===== config.mk =====
export PLATFORM = sky130hd
export DESIGN_NAME = param_regfile
export DESIGN_NICKNAME = d
export VERILOG_FILES = /design/src/rtl/param_regfile_pkg.sv /design/src/rtl/regfile_clear_seq.sv /design/src/rtl/param_regfile.sv
export SDC_FILE = /design/constraint.sdc
export NUM_CORES = 1
export LEC_CHECK = 0
export ABC_AREA = 1
export CAP_MARGIN = 20
export CORE_MARGIN = 5
export CORE_UTILIZATION = 55
export DETAILED_ROUTE_END_ITERATION = 16
export HOLD_SLACK_MARGIN = 0.12
export PLACE_DENSITY = 0.74
export SLEW_MARGIN = 25
export SYNTH_ARGS = -nofsm -noshare
export SYNTH_HDL_FRONTEND = slang
export SYNTH_HIERARCHICAL = 1
export SYNTH_SLANG_ARGS = --single-unit

===== constraint.sdc =====
create_clock -name clk -period 3 [get_ports clk]
set_input_delay 0.6 -clock clk [delete_from_list [all_inputs] [get_ports clk]]
set_output_delay 0.6 -clock clk [all_outputs]
set_load 0.01 [all_outputs]

===== src/rtl/param_regfile_pkg.sv =====
// Shared types and default widths for the parametrised register file.
// Optional build feature: define PARAM_REGFILE_BYPASS_EN to forward same-edge
// write data onto a read port that addresses the register being written.
package param_regfile_pkg;

    // Sequencer states: CLEAR walks the array writing zeros, READY serves accesses.
    typedef enum logic {
        CLEAR = 1'b0,
        READY = 1'b1
    } state_e;

    localparam int DATA_W_DEF = 16;
    localparam int ADDR_W_DEF = 4;

endpackage : param_regfile_pkg


===== src/rtl/regfile_clear_seq.sv =====
// Clear sequencer: owns the CLEAR/READY state and the address counter that
// sweeps every register to zero after reset or on request.
module regfile_clear_seq
    import param_regfile_pkg::*;
#(
    parameter int ADDR_W = ADDR_W_DEF
) (
    input  logic              clk,
    input  logic              rst_n,
    input  logic              clear_req,
    output logic              busy,
    output logic              clr_we,
    output logic [ADDR_W-1:0] clr_addr
);

    // The last address of the array is all ones because DEPTH is 2**ADDR_W.
    localparam logic [ADDR_W-1:0] LAST_ADDR = '1;

    state_e            r_state;
    logic [ADDR_W-1:0] r_cnt;

    // State and counter: sweep addresses in CLEAR, wait for a request in READY.
    // NOTE: sequential state uses non-blocking assignments so every register
    // samples its inputs from before the edge, independent of statement order.
    always_ff @(posedge clk or negedge rst_n) begin
        if (!rst_n) begin
            r_state <= CLEAR;
            r_cnt   <= '0;
        end else begin
            case (r_state)
                CLEAR: begin
                    // A clear_req seen here is ignored: the sweep never restarts.
                    if (r_cnt == LAST_ADDR) begin
                        r_cnt   <= '0;
                        r_state <= READY;
                    end else begin
                        r_cnt <= r_cnt + ADDR_W'(1);
                    end
                end
                READY: begin
                    if (clear_req) begin
                        r_cnt   <= '0;
                        r_state <= CLEAR;
                    end
                end
                default: begin
                    r_cnt   <= '0;
                    r_state <= CLEAR;
                end
            endcase
        end
    end

    assign busy     = (r_state == CLEAR);
    assign clr_we   = busy;
    assign clr_addr = r_cnt;

endmodule : regfile_clear_seq


===== src/rtl/param_regfile.sv =====
// Parametrised 2-read/1-write register file with registered reads, a
// read-valid strobe, an optional hardwired zero register (ZERO_REG), a
// hardware clear sequencer and an access-rejected error pulse.
// Build option: PARAM_REGFILE_BYPASS_EN forwards same-edge write data to a
// read port addressing the written register; otherwise reads return old data.
module param_regfile
    import param_regfile_pkg::*;
#(
    parameter int DATA_W   = DATA_W_DEF,
    parameter int ADDR_W   = ADDR_W_DEF,
    parameter int ZERO_REG = 0
) (
    input  logic              clk,
    input  logic              rst_n,
    input  logic              clear_req,
    output logic              busy,
    input  logic [ADDR_W-1:0] a_addr,
    input  logic [ADDR_W-1:0] b_addr,
    input  logic              rd_en,
    output logic [DATA_W-1:0] a_data,
    output logic [DATA_W-1:0] b_data,
    output logic              rd_valid,
    input  logic [ADDR_W-1:0] w_addr,
    input  logic [DATA_W-1:0] w_data,
    input  logic              w_en,
    output logic              error
);

    localparam int  DEPTH    = 2 ** ADDR_W;
    localparam bit  HAS_ZERO = (ZERO_REG != 0);

    logic [DATA_W-1:0] r_mem [DEPTH];
    logic [DATA_W-1:0] r_a_data;
    logic [DATA_W-1:0] r_b_data;
    logic              r_rd_valid;
    logic              r_error;

    logic              w_busy;
    logic              w_clr_we;
    logic [ADDR_W-1:0] w_clr_addr;
    logic              w_clear_accept;
    logic              w_reject;
    logic              w_wr_ok;
    logic              w_rd_ok;
    logic              w_wr_commit;
    logic [DATA_W-1:0] w_a_next;
    logic [DATA_W-1:0] w_b_next;

    regfile_clear_seq #(
        .ADDR_W (ADDR_W)
    ) u_clear_seq (
        .clk       (clk),
        .rst_n     (rst_n),
        .clear_req (clear_req),
        .busy      (w_busy),
        .clr_we    (w_clr_we),
        .clr_addr  (w_clr_addr)
    );

    // A clear request is only taken from READY; any access on that same edge,
    // or any access while the sweep runs, is rejected and flagged.
    assign w_clear_accept = clear_req & ~w_busy;
    assign w_reject       = (w_en | rd_en) & (w_busy | w_clear_accept);
    assign w_wr_ok        = w_en & ~w_reject;
    assign w_rd_ok        = rd_en & ~w_reject;
    // Writes to the hardwired zero register are dropped quietly, not flagged.
    assign w_wr_commit    = w_wr_ok & ~(HAS_ZERO && (w_addr == '0));

    // Read operand selection: array contents, optional forwarding, zero register.
    // NOTE: every signal assigned here gets a default first, so no path through
    // the block leaves it unassigned and no latch is inferred.
    always_comb begin
        w_a_next = r_mem[a_addr];
        w_b_next = r_mem[b_addr];
`ifdef PARAM_REGFILE_BYPASS_EN
        if (w_wr_commit && (w_addr == a_addr)) begin
            w_a_next = w_data;
        end
        if (w_wr_commit && (w_addr == b_addr)) begin
            w_b_next = w_data;
        end
`endif
        if (HAS_ZERO && (a_addr == '0)) begin
            w_a_next = '0;
        end
        if (HAS_ZERO && (b_addr == '0)) begin
            w_b_next = '0;
        end
    end

    // Storage write port: the clear sweep always has priority over user writes.
    // NOTE: the array has no reset; the clear sequencer zeroes it after reset,
    // which keeps the storage free of per-bit reset wiring.
    always_ff @(posedge clk) begin
        if (w_clr_we) begin
            r_mem[w_clr_addr] <= '0;
        end else if (w_wr_commit) begin
            r_mem[w_addr] <= w_data;
        end
    end

    // Registered read data, read-valid strobe and error pulse.
    always_ff @(posedge clk or negedge rst_n) begin
        if (!rst_n) begin
            r_a_data   <= '0;
            r_b_data   <= '0;
            r_rd_valid <= 1'b0;
            r_error    <= 1'b0;
        end else begin
            r_rd_valid <= w_rd_ok;
            r_error    <= w_reject;
            if (w_rd_ok) begin
                r_a_data <= w_a_next;
                r_b_data <= w_b_next;
            end
        end
    end

    assign busy     = w_busy;
    assign a_data   = r_a_data;
    assign b_data   = r_b_data;
    assign rd_valid = r_rd_valid;
    assign error    = r_error;

endmodule : param_regfile


==> results.yml, run 1 <==
synth:
  avgSynthCellArea_um2: 8.76
  synth_common_cells: "nand2_1 (780), nand3_1 (389), edfxtp_1 (256)"
  ys_async_sr_fraction: 0.132
  yosys_warnings: 6
  seq_area_frac_synth: 0.592
  synthCells: 1672
  synth_ff_type: "edfxtp_1"
  yosysMostFrequentCell: "nand2_1"
  yosysUniqueCellTypes: 28
  synth_area_leaders: "edfxtp_1 (52%), nand2_1 (20%), nand3_1 (13%)"
  yosys.area.top_type: "edfxtp_1"
  synth_top_area_frac: 0.525
  synth_area_mm2: 0.0146
  ys_seq_elements: 295
  synth_edf_count: 256
  syn-num-nets: 1706
clock_tree:
  clock-sinks: 295
  tritoncts: "yes"
  clk_pin_slew_ns: 0.06
  cts_resized: 0
  cts_hold_buf: 0
  clockBufferDepth: 3
  clock-root-buffer: "clkbuf_16"
  cts_made_buffers: 31
  h-tree-depth: 1
  clk_latency_ns: 0.56
  post_cts_buffers: 0
layout:
  antenna_cells: 0
  fill_cells: 2070
  ff_latch_area_mm2: 0.00866
  multi_input_area_mm2: 0.00528
  num-nets-final: 1754
  drive_gt1_frac: 0.0849
  syn_to_final_growth_pct: 15.4
die:
  io_pins: 68
  start_util: 0.560
  fp-row-count: 59
  die_x_um: 173
  die_h_um: 173
  dieArea_mm2: 0.0300
  core_mm2: 0.0261
critical_path:
  crit_required_ns: 2.40
  arrival_ns: 1.68
  cp_num_buf_inv: 2
  critPathCaptureType: "output pin"
  path_class: "reg2out"
  slowest_stage: "clkdlybuf4s50_1"
  crit_family: "buffers and inverters"
  cp-start-kind: "flip-flop"
  critical_path.max_stage_delay_ns: 0.56
  crit_chain: "inv_4 -> clkdlybuf4s50_1"
  crit_fanout: 9
power:
  vdd_drop_max_uv: 515
  p_leak_uw: 0.00711
  p_per_area_mw_per_mm2: 755
sta:
  max_slew_margin: 0.416
  period_minus_slack_ns: 2.28
  clock.fmax_mhz: 439
  setup_viol: 0
  finClkSkew_ns: 0.00978
  period_share: 0.759
  worst_slack_ns: 0.724
  setup_tns_ns: 0
  slew_viol_final: 0
  grt_setup_unrepaired: "false"
  max_slew.worst_pin.slew_ns: 0.876
  finalHoldViolCount: 0
placement:
  place_congestion: 0.891
  place_ws_ns: 0.274
  io_buffers: 67
  dp_hpwl_um: 26200
grt:
  grt_pass1_vias: 12300
  grt_max_degree: 129
  antenna_found_initial: 0
  grt_pass1_wl_um: 68000
  grt-ovfl-total: 0
  gr-usage-all-layers: 0.286
drt:
  routed_wl_um: 43700
  route.detailed.drc: 0
  drt_iter0_markers: 2136
  firstDrtPassIters: 6
  viasPerCell: 6.04
  vias: 12600
  antenna_left: 0
  wl_per_cell_um: 21.0
outcome:
  status: "completed"
worst_hold_path:
  hold_class: "in2async"
run:
  maxCapViolCount: 0
[metrics by stage]
| step | cell area, µm² | instances | hold slack (ns) | utilization | power [µW] |
|---|---|---|---|---|---|
| after floorplan | 14600 | 1672 | 0.304 | - | 7390 |
| after global placement | 15800 | 2022 | 0.464 | 0.606 | 8720 |
| after detailed placement | 15800 | 2022 | 0.464 | 0.606 | 8810 |
| after CTS | 16900 | 2079 | 0.185 | 0.647 | 12800 |
| after global routing | 16900 | 2079 | 0.247 | 0.647 | 13300 |
| final | 16900 | 2079 | 0.167 | 0.647 | 12800 |
[flip-flops by register name, summed over array words and instances (netlist names)]
register / count
a_data: 16
b_data: 16
error: 1
r_mem: 256
rd_valid: 1
u_clear_seq/clr_addr: 4
u_clear_seq/r_state: 1
[power by group]
group	switching, µW	leakage [µW]	internal, µW
logic	1870	0.00368	1150
registers	414	0.00292	5350
clock network	1580	0.000517	2400
[area by class of cell]
cell class | instances | share of cell area
Multi-Input combinational cell | 1229 | 0.312
Tap cell | 335 | 0.0248
Timing Repair Buffer | 126 | 0.0795
Sequential cell | 295 | 0.513
Clock buffer | 35 | 0.0468
Clock inverter | 22 | 0.0158
Inverter | 37 | 0.00851
[worst paths after layout]
path | from | endpoint | slack, ns | cells after the start
worst max-delay path | u_clear_seq/r_state$_DFF_PN0_ | busy | 0.72 | 2
min in group clk | b_data[4]$_DFFE_PN0P_ | b_data[4]$_DFFE_PN0P_ | 0.48 | 2
max in group asynchronous | rst_n | b_data[3]$_DFFE_PN0P_ | 2.29 | 1
worst max register to register | u_clear_seq/r_state$_DFF_PN0_ | r_mem[1][1]$_DFFE_PP_ | 0.79 | 9
worst min register to register | b_data[4]$_DFFE_PN0P_ | b_data[4]$_DFFE_PN0P_ | 0.48 | 2
worst min-delay path | rst_n | a_data[12]$_DFFE_PN0P_ | 0.17 | 1
[per-layer routing]
metal | global-route usage | share of wire | wire length [µm] | up-vias
met5 | 0 | 0 | 0 | -
met4 | 0.101 | 0.031 | 1350 | 0
met3 | 0.0627 | 0.14 | 5950 | 127
met2 | 0.458 | 0.47 | 20400 | 959
met1 | 0.390 | 0.37 | 16000 | 5795
li1 | - | - | - | 5683
[worst register-to-register path, delay by kind of cell (launching register included)]
kind	cells	cell delay, ns
buffers and inverters	4	0.78
flip-flops	1	0.41
AND/OR/NAND/NOR	5	0.68
[cells in the final DEF, fill, tap and decap left out, types with 2 or more instances in the layout]
master | netlist | layout
buf_12 | 0 | 20
buf_2 | 60 | 3
buf_4 | 12 | 41
bufinv_16 | 0 | 6
clkbuf_1 | 22 | 4
clkbuf_16 | 0 | 31
clkdlybuf4s50_1 | 0 | 62
clkinv_1 | 0 | 6
clkinv_2 | 0 | 8
clkinv_4 | 0 | 2
dfrtp_1 | 39 | 39
edfxtp_1 | 256 | 256
inv_1 | 33 | 31
inv_2 | 3 | 3
nand2_1 | 780 | 780
nand2_2 | 6 | 6
nand3_1 | 389 | 389
nor2_1 | 32 | 20
nor2_2 | 0 | 12
nor2_4 | 3 | 3
nor3_4 | 0 | 3
o21ai_0 | 3 | 3
o21ai_1 | 3 | 3
[kinds of logic after synthesis]
group | synth area share
compound gates | 0.00427
flops | 0.592
simple gates | 0.351
buf+inv | 0.0519
fa+ha+maj | 0.000854
(Power assumes the default switching activity.)
==> run 2: changes to the inputs <==
clock period = 2.1 ns   (was 3 ns; I/O delays follow)
==> results.yml, run 2 (synthesis results as in run 1) <==
outcome:
  status: "completed"
critical_path:
  crit_chain: "inv_4 -> nor2_4 -> nand3_4 -> buf_12 -> nand2_4 -> buf_4 -> inv_2 -> nor2_4 -> nand2_1 -> nor2_4 -> clkbuf_4"
  critPathCaptureType: "flip-flop"
  r2r-start: "u_clear_seq/r_state$_DFF_PN0_"
  r2r_end: "r_mem[9][14]$_DFFE_PP_"
  cp-startpoint: "u_clear_seq/r_state$_DFF_PN0_"
  cp-start-kind: "flip-flop"
  crit_family: "simple AND/OR/NAND/NOR gates"
  crit_fanout: 5
  r2r_slack_ns: 0.04
  path_class: "reg2reg"
  slowest_stage: "dfrtp_1"
  arrival_ns: 2.34
  cp_common_cell: "nor2_4"
  cp_num_buf_inv: 5
  reg2regPathDepth: 11
  critical_path.max_stage_delay_ns: 0.39
  crit_required_ns: 2.38
sta:
  setup_viol: 0
  period_share: 0.981
  clock.fmax_mhz: 485
  setup_tns_ns: 0
  period_minus_slack_ns: 2.06
  finClkSkew_ns: 0.0167
  finalHoldViolCount: 0
  max_slew.worst_pin.slew_ns: 0.819
  grt_setup_unrepaired: "true"
  slew_viol_final: 0
  max_slew_margin: 0.453
  worst_slack_ns: 0.0401
placement:
  io_buffers: 67
  dp_hpwl_um: 29600
  place_congestion: 0.935
  place_ws_ns: -0.615
  dp.cells: 2056
clock_tree:
  clockBufferDepth: 3
  clk_pin_slew_ns: 0.06
  clock-sinks: 295
  tritoncts: "yes"
  cts_made_buffers: 31
  clock-root-buffer: "clkbuf_16"
  h-tree-depth: 1
  clk_latency_ns: 0.57
power:
  p_leak_uw: 0.00734
  p_per_area_mw_per_mm2: 1050
  vdd_drop_max_uv: 694
run:
  maxCapViolCount: 0
grt:
  grt_pass1_wl_um: 70600
  grt-ovfl-total: 0
  grt_max_degree: 78
  antenna_found_initial: 1
  grt_pass1_vias: 12500
  gr-usage-all-layers: 0.300
layout:
  fill_cells: 1984
  finalNonFillerCells: 2118
  mostFrequentLayoutCells: "nand2_1 (779), nand3_1 (387), edfxtp_1 (256)"
  num-nets-final: 1795
  mostFrequentLayoutCell: "nand2_1"
  drive_gt1_frac: 0.108
  top_register: "r_mem"
  syn_to_final_growth_pct: 19.3
  antenna_cells: 0
  largest_reg_flops: 256
drt:
  route.detailed.drc: 0
  drt_iter0_markers: 2331
  wl_per_cell_um: 21.9
  firstDrtPassIters: 6
  vias: 13100
  antenna_left: 0
  routed_wl_um: 46300
  viasPerCell: 6.18
die:
  io_pins: 68
  core_mm2: 0.0261
  start_util: 0.560
  die_h_um: 173
  fp-row-count: 59
  dieArea_mm2: 0.0300
  die_x_um: 173
worst_hold_path:
  hold_class: "in2async"
run 2: cell types whose count changed in the layout (fill, tap and decap cells not counted), sizes merged:
cell	change
inv	-1
dlygate4sd3	+1
nand3	+1
clkdlybuf4s50	-1
buf	+37
bufinv	-3
clkinvlp	+3
dlygate4sd2	+1
clkbuf	+5
clkinv	-4
run 2: how the worst max path moves through the flow:
stage | to | slack, ns | cells after the start
6_report | r_mem[9][14]$_DFFE_PP_ | 0.04 | 11
5_1_grt | r_mem[9][3]$_DFFE_PP_ | -0.04 | 11
4_1_cts | r_mem[5][8]$_DFFE_PP_ | 0.01 | 11
3_5_place_dp | r_mem[6][0]$_DFFE_PP_ | -0.62 | 7
3_3_place_gp | r_mem[6][4]$_DFFE_PP_ | -0.54 | 7
2_1_floorplan | r_mem[15][0]$_DFFE_PP_ | -0.19 | 10
run 2: cell type report:
class	instances	area [µm²]	share of cell area
clock buffers	38	802	0.0459
clock inverters	17	170	0.00974
inverters	37	144	0.00824
multi-input cells	1230	5320	0.305
flip-flops and latches	295	8660	0.496
well taps	335	419	0.0240
repair buffers	166	1950	0.111
run 2: worst reg2reg max path: cells and delay by family, from the launching register on:
| family | cells | cell delay, ns |
|---|---|---|
| flops | 1 | 0.39 |
| buf+inv | 5 | 0.54 |
| simple gates | 6 | 0.84 |
run 2: what timing repair did:
item                                   4_1_cts  5_1_grt
endpoints found under the hold margin       39        0
cloned                                       0        3
setup endpoints to repair                   28      171
pin swaps                                    0        2
setup buffers                                0        3
hold buffers                                 1        0
resized for setup                            3       12
run 2: report_power, final:
part	total (µW)	switching, µW	leakage (µW)	internal, µW
Clock	5310	2250	0.000466	3070
Combinational	4830	2870	0.00396	1960
Sequential	8230	591	0.00292	7640
run 2: layer usage:
layer	up-vias	share of wire	global-route usage
met5	-	0.00028	0
met4	2	0.055	0.143
met3	196	0.13	0.0493
met2	1070	0.47	0.493
met1	6048	0.35	0.393
li1	5772	-	-
run 2: metrics by stage:
step | power, µW | hold WS [ns] | util | area, µm²
2_1_floorplan | 10600 | 0.124 | - | 14700
3_3_place_gp | 12800 | 0.462 | 0.627 | 16400
3_5_place_dp | 12900 | 0.464 | 0.627 | 16400
4_1_cts | 18200 | 0.481 | 0.664 | 17400
5_1_grt | 19100 | 0.469 | 0.668 | 17500
6_report | 18400 | 0.394 | 0.668 | 17500
